===== config.mk =====
export PLATFORM = sky130hd
export DESIGN_NAME = vga_ordered_dither
export DESIGN_NICKNAME = d
export VERILOG_FILES = /design/src/rtl/vga_dither_pkg.sv /design/src/rtl/vga_raster_tracker.sv /design/src/rtl/vga_ordered_dither.sv
export SDC_FILE = /design/constraint.sdc
export NUM_CORES = 1
export LEC_CHECK = 0
export BUFFER_PORTS_ARGS = -buffer_cell sky130_fd_sc_hd__buf_2
export CORE_MARGIN = 5
export CORE_UTILIZATION = 47
export DETAILED_ROUTE_END_ITERATION = 12
export HOLD_SLACK_MARGIN = 0.06
export PLACE_DENSITY = 0.81
export SYNTH_ARGS = -nofsm -noshare
export SYNTH_HDL_FRONTEND = slang
export SYNTH_SLANG_ARGS = --single-unit

===== constraint.sdc =====
create_clock -name clk -period 1.6 [get_ports clk]
set_clock_uncertainty 0.1 [all_clocks]
set_input_delay 0 -clock clk [delete_from_list [all_inputs] [get_ports clk]]
set_output_delay 0 -clock clk [all_outputs]
set_load 0.01 [all_outputs]

===== src/rtl/vga_dither_pkg.sv =====
// Shared constants and the per-channel quantiser for the ordered-dither
// VGA output stage: Bayer threshold matrix, pipeline depth and the
// quantise/compare/saturate rule applied identically to R, G and B.
package vga_dither_pkg;

  // Colour, syncs and window all leave the block this many clocks after entry.
  localparam int PIPE_LAT = 2;

  // 4x4 Bayer thresholds, indexed [row y][column x].
  localparam logic [3:0] BAYER [4][4] = '{
    '{4'd0,  4'd8,  4'd2,  4'd10},
    '{4'd12, 4'd4,  4'd14, 4'd6 },
    '{4'd3,  4'd11, 4'd1,  4'd9 },
    '{4'd15, 4'd7,  4'd13, 4'd5 }
  };

  // Keep the top outb bits of an inb-bit sample and round up by one LSB
  // when the next four discarded bits exceed the threshold.  The result
  // clamps at full scale so a bright pixel never wraps to black.  Widths
  // are elaboration constants, so every shift below is a fixed rewire.
  function automatic logic [15:0] dither_channel(input logic [15:0] in_val,
                                                 input logic [3:0]  t,
                                                 input int          inb,
                                                 input int          outb);
    int          d;
    logic [15:0] q;
    logic [15:0] low;
    logic [3:0]  f4;
    logic [15:0] sum;
    logic [15:0] sat;
    d   = inb - outb;
    q   = in_val >> d;
    low = in_val & ((16'd1 << d) - 16'd1);
    if (d >= 4) f4 = 4'(low >> (d - 4));
    else        f4 = 4'(low << (4 - d));
    sum = (f4 > t) ? q + 16'd1 : q;
    sat = (16'd1 << outb) - 16'd1;
    return (sum > sat) ? sat : sum;
  endfunction

endpackage


===== src/rtl/vga_raster_tracker.sv =====
// Recovers the 2-bit dither position from the video generator's syncs so
// the dither stage needs no timing parameters.  x counts visible pixels in
// the line, y counts lines, frame counts vsyncs.
// Build option: TEMPORAL_DITHER_EN builds the frame counter; otherwise
// frame is tied to zero.
module vga_raster_tracker
  import vga_dither_pkg::*;
#(
  parameter logic sync_pol = 1'b0
) (
  input  logic       clk,
  input  logic       reset_in,
  input  logic       hsync,
  input  logic       vsync,
  input  logic       vid_ena,
  output logic [1:0] x,
  output logic [1:0] y,
  output logic [1:0] frame
);

  logic hs_q;
  logic vs_q;
  logic hs_lead;
  logic vs_lead;

  // A leading edge is the step from the inactive to the active sync level.
  assign hs_lead = (hsync == sync_pol) && (hs_q != sync_pol);
  assign vs_lead = (vsync == sync_pol) && (vs_q != sync_pol);

  // Sync history and x/y position; clears win over increments.
  always_ff @(posedge clk) begin
    if (!reset_in) begin
      hs_q <= ~sync_pol;
      vs_q <= ~sync_pol;
      x    <= '0;
      y    <= '0;
    end else begin
      hs_q <= hsync;
      vs_q <= vsync;
      if (hs_lead)      x <= '0;
      else if (vid_ena) x <= x + 2'd1;
      if (vs_lead)      y <= '0;
      else if (hs_lead) y <= y + 2'd1;
    end
  end

`ifdef TEMPORAL_DITHER_EN
  // Frame counter rotates the matrix origin once per vsync.
  always_ff @(posedge clk) begin
    if (!reset_in)    frame <= '0;
    else if (vs_lead) frame <= frame + 2'd1;
  end
`else
  assign frame = '0;
`endif

endmodule


===== src/rtl/vga_ordered_dither.sv =====
// VGA output stage: reduces inbits-per-channel colour to outbits for narrow
// DACs with 4x4 ordered dithering.  Two-stage pipeline; syncs and window
// are delayed alongside the colour so outputs can drive pins directly.
// Build option: TEMPORAL_DITHER_EN offsets the matrix index by the frame
// count (handled inside the raster tracker; frame reads zero otherwise).
module vga_ordered_dither
  import vga_dither_pkg::*;
#(
  parameter int   inbits   = 8,
  parameter int   outbits  = 4,
  parameter logic sync_pol = 1'b0
) (
  input  logic               clk,
  input  logic               reset_in,
  input  logic               hsync,
  input  logic               vsync,
  input  logic               vid_ena,
  input  logic [inbits-1:0]  iRed,
  input  logic [inbits-1:0]  iGreen,
  input  logic [inbits-1:0]  iBlue,
  output logic [outbits-1:0] oRed,
  output logic [outbits-1:0] oGreen,
  output logic [outbits-1:0] oBlue,
  output logic               ohsync,
  output logic               ovsync,
  output logic               ovid_ena
);

  logic [1:0]        x;
  logic [1:0]        y;
  logic [1:0]        frame;
  logic [1:0]        ix;
  logic [1:0]        iy;
  logic [inbits-1:0] red1;
  logic [inbits-1:0] green1;
  logic [inbits-1:0] blue1;
  logic [3:0]        t1;
  logic              hs1;
  logic              vs1;
  logic              ve1;

  vga_raster_tracker #(.sync_pol(sync_pol)) u_tracker (
    .clk      (clk),
    .reset_in (reset_in),
    .hsync    (hsync),
    .vsync    (vsync),
    .vid_ena  (vid_ena),
    .x        (x),
    .y        (y),
    .frame    (frame)
  );

  // Matrix index; frame is zero unless temporal dithering is built in.
  assign ix = x + {1'b0, frame[0]};
  assign iy = y + {1'b0, frame[1]};

  // Stage 1: capture the pixel, its threshold and the timing signals.
  always_ff @(posedge clk) begin
    if (!reset_in) begin
      red1   <= '0;
      green1 <= '0;
      blue1  <= '0;
      t1     <= '0;
      hs1    <= ~sync_pol;
      vs1    <= ~sync_pol;
      ve1    <= 1'b0;
    end else begin
      red1   <= iRed;
      green1 <= iGreen;
      blue1  <= iBlue;
      t1     <= BAYER[iy][ix];
      hs1    <= hsync;
      vs1    <= vsync;
      ve1    <= vid_ena;
    end
  end

  // Stage 2: dithered colour, forced black outside the visible window.
  always_ff @(posedge clk) begin
    if (!reset_in) begin
      oRed     <= '0;
      oGreen   <= '0;
      oBlue    <= '0;
      ohsync   <= ~sync_pol;
      ovsync   <= ~sync_pol;
      ovid_ena <= 1'b0;
    end else begin
      oRed     <= ve1 ? outbits'(dither_channel(16'(red1),   t1, inbits, outbits)) : '0;
      oGreen   <= ve1 ? outbits'(dither_channel(16'(green1), t1, inbits, outbits)) : '0;
      oBlue    <= ve1 ? outbits'(dither_channel(16'(blue1),  t1, inbits, outbits)) : '0;
      ohsync   <= hs1;
      ovsync   <= vs1;
      ovid_ena <= ve1;
    end
  end

endmodule


# Yosys cells after proc, flatten, opt, wreduce, memory -nomap -nowiden
# Cells that the tools add are included.
# word_totals
inputBits,29
ff_bits,50
n_memories,0
romBits,0
ram_bits,0
latch_bits,0
output_inout_bits,15
word_cells,53
# op_classes
reduce_logical,5
n_mul,0
magnitude_cmp,8
n_eq_ne,0
n_bitwise,5
div_mod_pow,0
addsub,5
shift,0
muxes,15
# ops
cell,n
binary-select mux 16 bit (select 2 bit),1
two-way mux 16 bit,2
two-way mux 4 bit,8
"adder 4 x 1 -> 5 bit, second input constant",3
"> comparator 5 x 4 -> 1 bit, second input constant",3
two-way mux 5 bit,3
> comparator 4 bit,3
binary-select mux 4 bit (select 2 bit),1
">= comparator 3 bit, second input constant",2
inverter 2 -> 3 bit,2
"adder 2 x 1 -> 2 bit, second input constant",2
OR reduction 2 bit,2
inverter 1 bit,3
logical AND 1 bit,2
AND reduction 2 bit,1

# Logic depth before layout (Yosys ltp)
# depth
word_depth,7
depth_mapped,6
ltp_nobuf,6

# Hierarchy
# From an unflattened synthesis, not the netlist that was laid out.
# unflattened
cells_unflattened,199
area_unflattened_um2,2103.3
# by_module_without_submodules
mod,cells_each,seq_area_each_um2,area_each_um2,instances
vga_ordered_dither,174,920.9,1856.8,1
vga_raster_tracker,25,120.1,246.5,1

# Least setup slack after synthesis
# Ideal clock, no wire load.
# synth_timing
kind,register -> register
startpoint,register t1[2]
endpoint,register oBlue[2]
required_ns,1.409
setup_slack_ns,0.067
arrival_time_ns,1.342
setup_time_ns,0.091
path_stages_with_launch,7
n_path_buf,0
period_less_slack_ns,1.533
cell_sequence,dfxtp_1 > inv_1 > ha_1 > o21a_1 > o21a_4 > and2_4 > a311oi_1
# synth_between
elab_chain_len,4
# synth_rtl
item,line_no,text
"start, declared",vga_ordered_dither.sv:37,logic [3:0] t1;
"start signal, assigned",vga_ordered_dither.sv:71,t1 <= BAYER[iy][ix];
> comparator 4 bit *,vga_dither_pkg.sv:36,sum = (f4 > t) ? q + 16'd1 : q;
two-way mux 5 bit *,vga_dither_pkg.sv:36,
> comparator 5 x 4 -> 1 bit,vga_dither_pkg.sv:38,return (sum > sat) ? sat : sum;
two-way mux 4 bit *,vga_dither_pkg.sv:38,
"end signal, assigned",vga_ordered_dither.sv:90,"oBlue <= ve1 ? outbits'(dither_channel(16'(blue1), t1, inbits, outbits)) : '0;"
"end, declared",vga_ordered_dither.sv:23,"output logic [outbits-1:0] oBlue,"
# Mark *: on every way between the ends. The rest lies on a longest branch, timed or not.
# A chain may end at the register's enable or synchronous reset.

# Worst setup path after layout
# layout_timing
startpoint,register t1[2]
endpoint,register oGreen[0]
# layout_between
elab_chain_len,4
# layout_rtl
item,line_no,text
> comparator 4 bit *,vga_dither_pkg.sv:36,
two-way mux 5 bit *,vga_dither_pkg.sv:36,
> comparator 5 x 4 -> 1 bit,vga_dither_pkg.sv:38,
two-way mux 4 bit *,vga_dither_pkg.sv:38,
"end signal, assigned",vga_ordered_dither.sv:89,"oGreen <= ve1 ? outbits'(dither_channel(16'(green1), t1, inbits, outbits)) : '0;"
"end, declared",vga_ordered_dither.sv:22,"output logic [outbits-1:0] oGreen,"
# Marked as above.

==> qor.yml <==
outcome: "complete, but fails checks"
violations: "negative setup slack"
synth_top_family_by_area: "simple AND/OR/NAND/NOR gates"
rr_worst_depth: 6
fin_cells: 322
holdPathStages: 2
die_y_um: 74.9
first_global_vias: 1459
p_sw_share_pct: 25.1
finalCritPeriodShare_pct: 101
synth_largest_area_cell: "dfxtp_1"
gp_congestion: 0.748
fin_crit_ps: 1620
synth-seq-cells: 50
ant_nets: 0
dp.cells: 284
switchingPower_uw: 638
die_w_um: 74.9
track_usage_pct: 14.8
endpoint_kind: "flip-flop"
finalHoldViolations: 0
tightest_slew_ps: 584
antenna_cells: 0
layout_setup_ws_ps: -21.5
ys_seq_area_share_pct: 50.5
cts_tree: "done"
synthToLayoutAreaGrowth_pct: 43.6
start_util_pct: 49.2
syn_area_um2: 1980
required_ps: 1710
totalWireLength_um: 4400
drtIter0Drc: 45
drv_cap: 0
dr.pass1.iters: 4
combPwrFrac_pct: 18.0
htree_levels: 2
drc: 0
worstPathArrival_ps: 1730
yosys.area_share.simple_pct: 18.4
ys_types: 29
rsz0062_at_grt: "true"
setup_violations: 2
synthMuxAreaShare_pct: 0.505
vias: 1592
insertion_delay_ps: 300
postCtsSetupRepairBufs: 0
n_fill_cell: 306
wl_per_cell_um: 13.7
grt_overflow: 0
p_clk_share_pct: 29.1
core_um2: 4030
fin_nets: 317
grt_first_pass_wirelength_um: 6140
drv_slew: 0
cts_buffers: 5
syn_nets: 239
antenna_found_initial: 0
slew_headroom_pct: 61.0
ios: 44
power.density_nw_per_um2: 893
p_int_mw: 1.90
pre_cts_ws_ps: -85.0
p_total_mw: 2.54
synth_warnings: 0
multi_input_area_um2: 1100
leakage_nw: 1.23
fmax_mhz: 617
seq_power_share_pct: 52.9
synthAdderAreaFrac_pct: 10.7
synth_compound_area_share_pct: 14.4
ctsLongestPathBuffers: 2
hold_path_class: "flip-flop to flip-flop"
via_per_inst: 4.94
ir_drop_mv: 0.576
synth_area_leaders: "dfxtp_1, ha_1, and2_1, a311oi_1, inv_1"
port-buffer-count: 43
hold_ws_ps: 337
regArea_um2: 1000
synth_cells: 193
drive_above_1_share_pct: 32.0
start_kind: "flip-flop"
clk_pin_slew_ps: 80
cp_max_fo: 5
synth-xor-area-share_pct: 1.77
syn_area_per_cell_um2: 10.3
numClockSinks: 50
grt_max_degree: 36
yosysTopAreaCellShare_pct: 50.5
criticalPathCategory: "flip-flop to flip-flop"
dieArea_um2: 5610
row_count: 23
root_buffer: "clkbuf_8"
hpwlAfterDp_um: 2650
==> through the flow <==
stage	setup TNS [ps]	util, %	instance area, um^2
global route	-352	70.6	2840
detailed placement	-221	56.1	2260
CTS	-117	66.8	2690
global placement	0	56.1	2260
floorplan	0	-	1980
finish	-22.2	70.6	2840
==> state kept, by name, indices dropped and copies added (netlist names) <==
signal	cells
blue1	8
green1	8
oBlue	4
oGreen	4
oRed	4
ohsync	1
ovid_ena	1
ovsync	1
red1	8
t1	4
u_tracker.hs_q	1
u_tracker.vs_q	1
u_tracker.x	2
u_tracker.y	2
ve1	1
==> routing by layer <==
layer / global-route usage, % / up-vias / part of all wire (%)
met5: 0 / - / 0
li1: - / 819 / -
met4: 7.11 / 0 / 1.0
met1: 15.6 / 729 / 42
met3: 3.87 / 8 / 5.7
met2: 27.0 / 36 / 52
==> cell families (layout without fill, tap and decap cells) <==
kind of cell,Yosys count,count (layout)
flip-flops,50,50
AO/OA/AOI/OAI,39,39
buffers and inverters,19,98
XOR/XNOR,4,4
adder cells (fa/ha/maj),17,17
AND/OR/NAND/NOR,63,63
multiplexers,1,1
==> cells in the mapped netlist <==
| cell type | instances |
|---|---|
| nor2_1 | 6 |
| nor3_1 | 2 |
| and2_4 | 3 |
| o21ai_2 | 1 |
| o21a_1 | 2 |
| xor2_1 | 2 |
| and2_1 | 28 |
| o21ai_1 | 2 |
| a21oi_1 | 8 |
| nand3_1 | 4 |
| nand4_1 | 2 |
| a211oi_2 | 2 |
| xnor2_1 | 2 |
| o22a_1 | 1 |
| ha_1 | 17 |
| a211oi_1 | 3 |
| dfxtp_1 | 50 |
| inv_1 | 15 |
| clkbuf_1 | 4 |
| mux2i_1 | 1 |
| nand2_1 | 7 |
| o21ai_0 | 4 |
| nor2b_1 | 4 |
| nand2b_1 | 2 |
| and3_1 | 4 |
| a311oi_1 | 7 |
| a31oi_1 | 7 |
| o21a_4 | 2 |
| and4b_1 | 1 |
==> worst paths after layout <==
path | from | slack, ps | endpoint
max | t1[2]$_SDFF_PN0_ | -20 | oGreen[0]$_SDFF_PN0_
min | u_tracker.vs_q$_SDFF_PN1_ | 340 | ovsync$_SDFF_PN1_
max reg2reg | t1[2]$_SDFF_PN0_ | -20 | oGreen[0]$_SDFF_PN0_
min reg2reg | u_tracker.vs_q$_SDFF_PN1_ | 340 | ovsync$_SDFF_PN1_
==> power by group through the flow <==
stage,logic [mW],registers [mW],clock network (mW)
floorplan,0.222,1.36,0
global placement,0.308,1.36,0
detailed placement,0.319,1.36,0
CTS,0.390,1.33,0.750
global route,0.504,1.35,0.811
finish,0.457,1.34,0.740
==> cell type report <==
| class | count | share of cell area (%) |
|---|---|---|
| clock buffer | 7 | 3.04 |
| clock inverter | 1 | 0.176 |
| inverter | 15 | 2.07 |
| multi-input combinational | 124 | 38.6 |
| sequential | 50 | 35.3 |
| tap | 50 | 2.20 |
| timing repair buffer | 75 | 18.7 |
==> cells in the final DEF, fill, tap and decap left out, types with 2 or more instances in the layout <==
cell type / instances
xor2_1: 2
and2_4: 3
and2_1: 28
o21a_4: 2
ha_4: 9
ha_1: 8
nand3_1: 4
clkbuf_8: 6
dlygate4sd3_1: 30
and3_1: 4
nor2b_1: 4
a211oi_2: 3
a31oi_1: 7
nor3_2: 2
inv_1: 12
buf_4: 2
a21oi_1: 8
nand2b_1: 2
a311oi_2: 6
o21ai_0: 4
buf_2: 43
a211oi_1: 2
inv_2: 2
nand2_1: 6
o21ai_2: 2
nor2_1: 6
xnor2_1: 2
o21a_1: 2
dfxtp_1: 48
dfxtp_2: 2
nand4_1: 2
==> timing repair <==
action / 4_1_cts / 5_1_grt
gates resized for setup: 7 / 23
setup endpoints to repair: 10 / 11
hold buffers: 30 / 0
pin swaps: 2 / 5
endpoints found under the hold margin: 33 / 0
==> critical path, stage by stage (launching register included) <==
cell,delay (ps)
dfxtp_2,340
inv_4,90
ha_4,220
a211oi_2,240
o21ai_2,150
and2_4,180
a311oi_2,220
(Power assumes the default switching activity.)
